**src/rtl/trivium_encript.sv**
```systemverilog
// Trivium keystream generator: loads KEY/IV under reset, runs 1152 warm-up
// rounds, then shifts the next 512 keystream bits into OUT and freezes.
module trivium_encript (
  input  logic         clk,
  input  logic         reset,
  input  logic [79:0]  KEY,
  input  logic [79:0]  IV,
  output logic [511:0] OUT
);

  typedef enum logic [1:0] {
    INIT,
    GEN,
    DONE
  } phase_t;

  localparam logic [10:0] WARMUP_END = 11'd1152;
  localparam logic [10:0] GEN_END    = 11'd1664;

  // st[i-1] holds Trivium state bit s_i
  logic [287:0] st;
  logic [287:0] st_nxt;
  logic [10:0]  cnt;
  phase_t       phase;

  logic t1, t2, t3, z;
  logic t1n, t2n, t3n;

  always_comb begin
    phase = DONE;
    if (cnt < WARMUP_END) begin
      phase = INIT;
    end else if (cnt < GEN_END) begin
      phase = GEN;
    end
  end

  always_comb begin
    t1  = st[65]  ^ st[92];
    t2  = st[161] ^ st[176];
    t3  = st[242] ^ st[287];
    z   = t1 ^ t2 ^ t3;
    t1n = t1 ^ (st[90]  & st[91])  ^ st[170];
    t2n = t2 ^ (st[174] & st[175]) ^ st[263];
    t3n = t3 ^ (st[285] & st[286]) ^ st[68];
    st_nxt = {st[286:177], t2n, st[175:93], t1n, st[91:0], t3n};
  end

  always_ff @(posedge clk) begin
    if (reset) begin
      st  <= {3'b111, 108'b0, 4'b0, IV, 13'b0, KEY};
      cnt <= '0;
      OUT <= '0;
    end else begin
      unique case (phase)
        INIT: begin
          st  <= st_nxt;
          cnt <= cnt + 11'd1;
        end
        GEN: begin
          st  <= st_nxt;
          cnt <= cnt + 11'd1;
          OUT <= {OUT[510:0], z};
        end
        default: ;
      endcase
    end
  end

endmodule

```
**config.mk**
```make
export PLATFORM = sky130hd
export DESIGN_NAME = trivium_encript
export DESIGN_NICKNAME = d
export VERILOG_FILES = /design/src/rtl/trivium_encript.sv
export SDC_FILE = /design/constraint.sdc
export NUM_CORES = 1
export LEC_CHECK = 0
export BUFFER_PORTS_ARGS = -buffer_cell sky130_fd_sc_hd__clkbuf_2
export CAP_MARGIN = 25
export CORE_MARGIN = 2
export CORE_UTILIZATION = 45
export DETAILED_ROUTE_END_ITERATION = 16
export PLACE_DENSITY = 0.7
export SETUP_SLACK_MARGIN = 0.15
export SYNTH_ARGS = -nofsm -noshare
export SYNTH_HDL_FRONTEND = slang
export SYNTH_SLANG_ARGS = --single-unit
```
**constraint.sdc**
```tcl
create_clock -name clk -period 5.55 [get_ports clk]
set_clock_uncertainty 0.2 [all_clocks]
set_input_delay 0.2775 -clock clk [delete_from_list [all_inputs] [get_ports clk]]
set_output_delay 0.2775 -clock clk [all_outputs]
set_load 0.05 [all_outputs]
```
==> summary by stage <==
Critical path
STA classifies the critical path endpoint as a register. The startpoint class of the critical path is a register. The largest single stage delay on the critical path is 0.70 ns. Traced cell by cell, the critical path runs through buf_12 > o211ai_1 > buf_12 > nand2_1 > o21ai_0 > dlygate4sd3_1. Counting stages on the worst path, the most repeated cell is sky130_fd_sc_hd__buf_12. The largest fanout on the critical path is 213. The kind of critical path is reg -> reg.

STA puts the critical path data required time at 5.73 ns. The slowest stage of the critical path is the sky130_fd_sc_hd__dfxtp_4 cell. The arrival time reported for the critical path endpoint is 3.85 ns.

Floorplanning
The die footprint is 76900 µm². The overall die width is 277 µm. The die height is 277 µm. The core area is 74200 µm². For this configuration, the core starts out at a cell density of 45.3%. The standard-cell row count is 100. The number of primary I/O pins is 674.

Route
The detailed-route DRC error count is 0. Dividing the detail-routed wire length by the instance count gives 20.1 µm. The post-detailed-routing wire length is 106000 µm. The post-detailed-route count of antenna-violating nets is 0. For this run, the detailed router's first-pass iteration total came to 7. The routed layout has 32100 vias. In the routed layout, each cell is associated on average with a via count of 6.07. After the first detailed-routing iteration, the DRC count stood at 4251.

Yosys
The synthesized flop and latch total is 811. The flip-flop cell with the highest count after synthesis is sky130_fd_sc_hd__dfxtp_1. sky130_fd_sc_hd__dfxtp_1 is the most common cell in the netlist. After Yosys synthesis, XOR and XNOR cells account for 0.376% of the synthesized area. When the netlist entered floorplanning its net count stood at 3932.

Sequential elements use 53.1% of the synthesized area. The adder and majority gate portion of the synthesized area is 0.0372%. The library cell occupying the most area in the post-synthesis netlist is sky130_fd_sc_hd__dfxtp_1. The top cell type by area accounts for 38.8% of the synthesized area.

Of the total synthesized cell area, the portion taken by AND, OR, NAND and NOR gates is 16.5%. For this run, asynchronously set or reset flops after synthesis account for 0%. A synthesized cell averages 8.92 µm². The distinct cell type count of the synthesized netlist is 34.

The dominant combinational cell family by area after synthesis is compound AO/OA/AOI/OAI gates. During synthesis, Yosys emitted a total of 0 warnings. The synthesized netlist occupies a cell area of 33600 µm². Sorting the synthesized cells by area gives the leading types as sky130_fd_sc_hd__dfxtp_1 39%, sky130_fd_sc_hd__edfxtp_1 14%, sky130_fd_sc_hd__o31ai_1 12%. The post-synthesis mux area share is 0.0335%. The fraction of the mapped netlist area in compound gates is 23.7%.

The cell count after synthesis is 3769. Counting flops with a built-in enable in the synthesized netlist gives 160. Counting instances in the post-synthesis netlist gives the leading cell types as 651 x sky130_fd_sc_hd__dfxtp_1, 642 x sky130_fd_sc_hd__a21oi_1, 580 x sky130_fd_sc_hd__nand2_1, 517 x sky130_fd_sc_hd__o31ai_1, 513 x sky130_fd_sc_hd__nand4_1.

Min path
In this run the worst hold path is classified as reg -> reg.

Clock tree
The total number of clock tree sinks is 811. The clock reaches the later pin of the worst-skew pair after 0.63 ns. The depth of the CTS H-tree is 3. The root buffer cell is sky130_fd_sc_hd__clkbuf_16. After clock tree synthesis, the setup repair step added 0 buffers.

The clock-pin transition on the worst setup and hold timing paths is 0.06 ns. TritonCTS built the clock tree. The number of clock buffers inserted by TritonCTS is 88. The longest clock path from root to sink contains 3 buffers.

Cells and area
The final layout contains 4400 nets. Across the whole layout, storage elements account for 17800 µm². The filler cell count is 6466. The share of the core filled with cells in the final layout is 55.7%. The final non-filler cell area is 41300 µm². The footprint of the multi-input gates is 13700 µm². The area added between synthesis and finish is 22.8%. The fraction of final layout cells sized beyond drive strength 1 is 20.0%.

STA
The clock period minus worst slack is 3.66 ns. The max-slew violation count is 0. The final critical path takes up 66.0% of the cycle.

The slew at the pin with the worst max-slew slack is 1.16 ns. In this run the tightest slew margin relative to its limit is 22.9%. The peak clock frequency supported by timing is 0.273 GHz.

Setup violations remaining at the end of the flow were counted as 0. The worst setup margin is 1.89 ns. The total count of hold-check failures in the final report was 0.

Setup repair after global routing left no endpoint under its margin. The setup total negative slack is 0 ns.

Placed design
The number of port buffers is 673. The routability-driven placement congestion ratio is 0.816. After legalization and detailed placement, the total HPWL measured 57100 µm.

Summing all placed instances gives a cell area of 36600 µm². The pre-CTS setup slack is 2.40 ns.

Global routing
The largest net degree at the start of global routing is 279. The wire length of the first global-routing pass is 166000 µm. The number of global-route vias before repair came to 29400. The final global-route overflow total is 0. The initial antenna violation count is 7. The overall routing resource usage is 25.8%.

Job
The max-cap check violation count is 0.

Outcome
The run finished with clean final reports.

Power
The power density over cell area is 304 nW/µm². The analysis attributes to cell leakage a power of 15.0 nW. The total power is 0.0125 W. The worst-case IR drop observed on VDD is 244 µV.
-- worst paths after layout --
path                         from             endpoint  slack [ns]  depth (start not counted)
min reg2reg   st[84]$_SDFFE_PP0N_  st[84]$_SDFFE_PP0N_        0.25                          2
max          cnt[10]$_SDFFE_PP0N_     st[23]$_DFFE_PP_        1.89                          6
min           st[84]$_SDFFE_PP0N_  st[84]$_SDFFE_PP0N_        0.25                          2
max reg2reg  cnt[10]$_SDFFE_PP0N_     st[23]$_DFFE_PP_        1.89                          6
-- what timing repair did --
item,in CTS,in global routing
hold buffers,165,0
endpoints found under the hold margin,225,0
resized for setup,0,0
-- critical path: cells and delay by family (launching register included) --
family          cells  cell delay, ns
compound gates      2            0.44
flops               1            0.70
simple gates        1            0.21
buf+inv             3            1.62
-- metrics by stage --
stage / hold WS, ns / std cells
after floorplan: 0.232 / 3769
after CTS: 0.207 / 5273
after global placement: 0.239 / 4949
final: 0.248 / 5283
after detailed placement: 0.244 / 4949
after global routing: 0.257 / 5282
-- logic make-up after synthesis --
kind of cell	count (synthesis)
flops	811
fa+ha+maj	1
compound gates	1328
xor+xnor	8
mux	1
simple gates	1118
buf+inv	502
-- per-layer routing --
| metal | share of wire (%) | track usage [%] | vias to the layer above |
|---|---|---|---|
| li1 | - | - | 15100 |
| met1 | 42 | 35.1 | 15400 |
| met2 | 46 | 38.8 | 1328 |
| met3 | 7.4 | 5.10 | 276 |
| met4 | 5.1 | 13.7 | 0 |
| met5 | 0 | 0 | - |
-- placed cells by master, fill, tap and decap left out, types with 2 or more instances in the layout --
master,Yosys,routed
sky130_fd_sc_hd__clkbuf_1,293,16
sky130_fd_sc_hd__nand3_1,4,4
sky130_fd_sc_hd__clkinvlp_4,0,5
sky130_fd_sc_hd__inv_6,0,4
sky130_fd_sc_hd__buf_12,0,16
sky130_fd_sc_hd__o21ai_0,161,161
sky130_fd_sc_hd__nand2_1,580,580
sky130_fd_sc_hd__dfxtp_1,651,650
sky130_fd_sc_hd__diode_2,0,8
sky130_fd_sc_hd__or4_1,3,3
sky130_fd_sc_hd__inv_1,3,3
sky130_fd_sc_hd__nor2_1,3,3
sky130_fd_sc_hd__nand4_1,513,513
sky130_fd_sc_hd__edfxtp_1,160,160
sky130_fd_sc_hd__o31ai_1,517,517
sky130_fd_sc_hd__nand3b_1,3,3
sky130_fd_sc_hd__clkbuf_2,0,672
sky130_fd_sc_hd__or3_1,5,4
sky130_fd_sc_hd__clkbuf_16,0,92
sky130_fd_sc_hd__a211oi_1,3,3
sky130_fd_sc_hd__buf_4,5,20
sky130_fd_sc_hd__nor2b_1,2,2
sky130_fd_sc_hd__nor4_1,2,2
sky130_fd_sc_hd__buf_16,0,2
sky130_fd_sc_hd__a21oi_1,642,642
sky130_fd_sc_hd__clkinv_2,0,16
sky130_fd_sc_hd__clkbuf_8,0,20
sky130_fd_sc_hd__dlygate4sd3_1,0,165
sky130_fd_sc_hd__xnor3_1,3,3
sky130_fd_sc_hd__bufinv_16,0,3
sky130_fd_sc_hd__xnor2_1,4,4
-- report_power, final --
group | switching, W | internal, W
Combinational | 0.000235 | 0.000190
Sequential | 0.0000474 | 0.00613
Clock | 0.00248 | 0.00346
-- state kept, by name (all words and copies together), names as in the netlist --
register  cells
OUT         512
cnt          11
st          288
-- area by class of cell --
| type | instances | share of cell area, % |
|---|---|---|
| inverter | 4 | 0.0545 |
| timing repair buffer | 876 | 13.5 |
| clock inverter | 31 | 0.748 |
| multi-input combinational | 2456 | 33.2 |
| sequential | 811 | 43.2 |
| antenna | 8 | 0.0485 |
| clock buffer | 128 | 6.39 |
| tap | 969 | 2.94 |
Power figures use the tool's default switching activity.
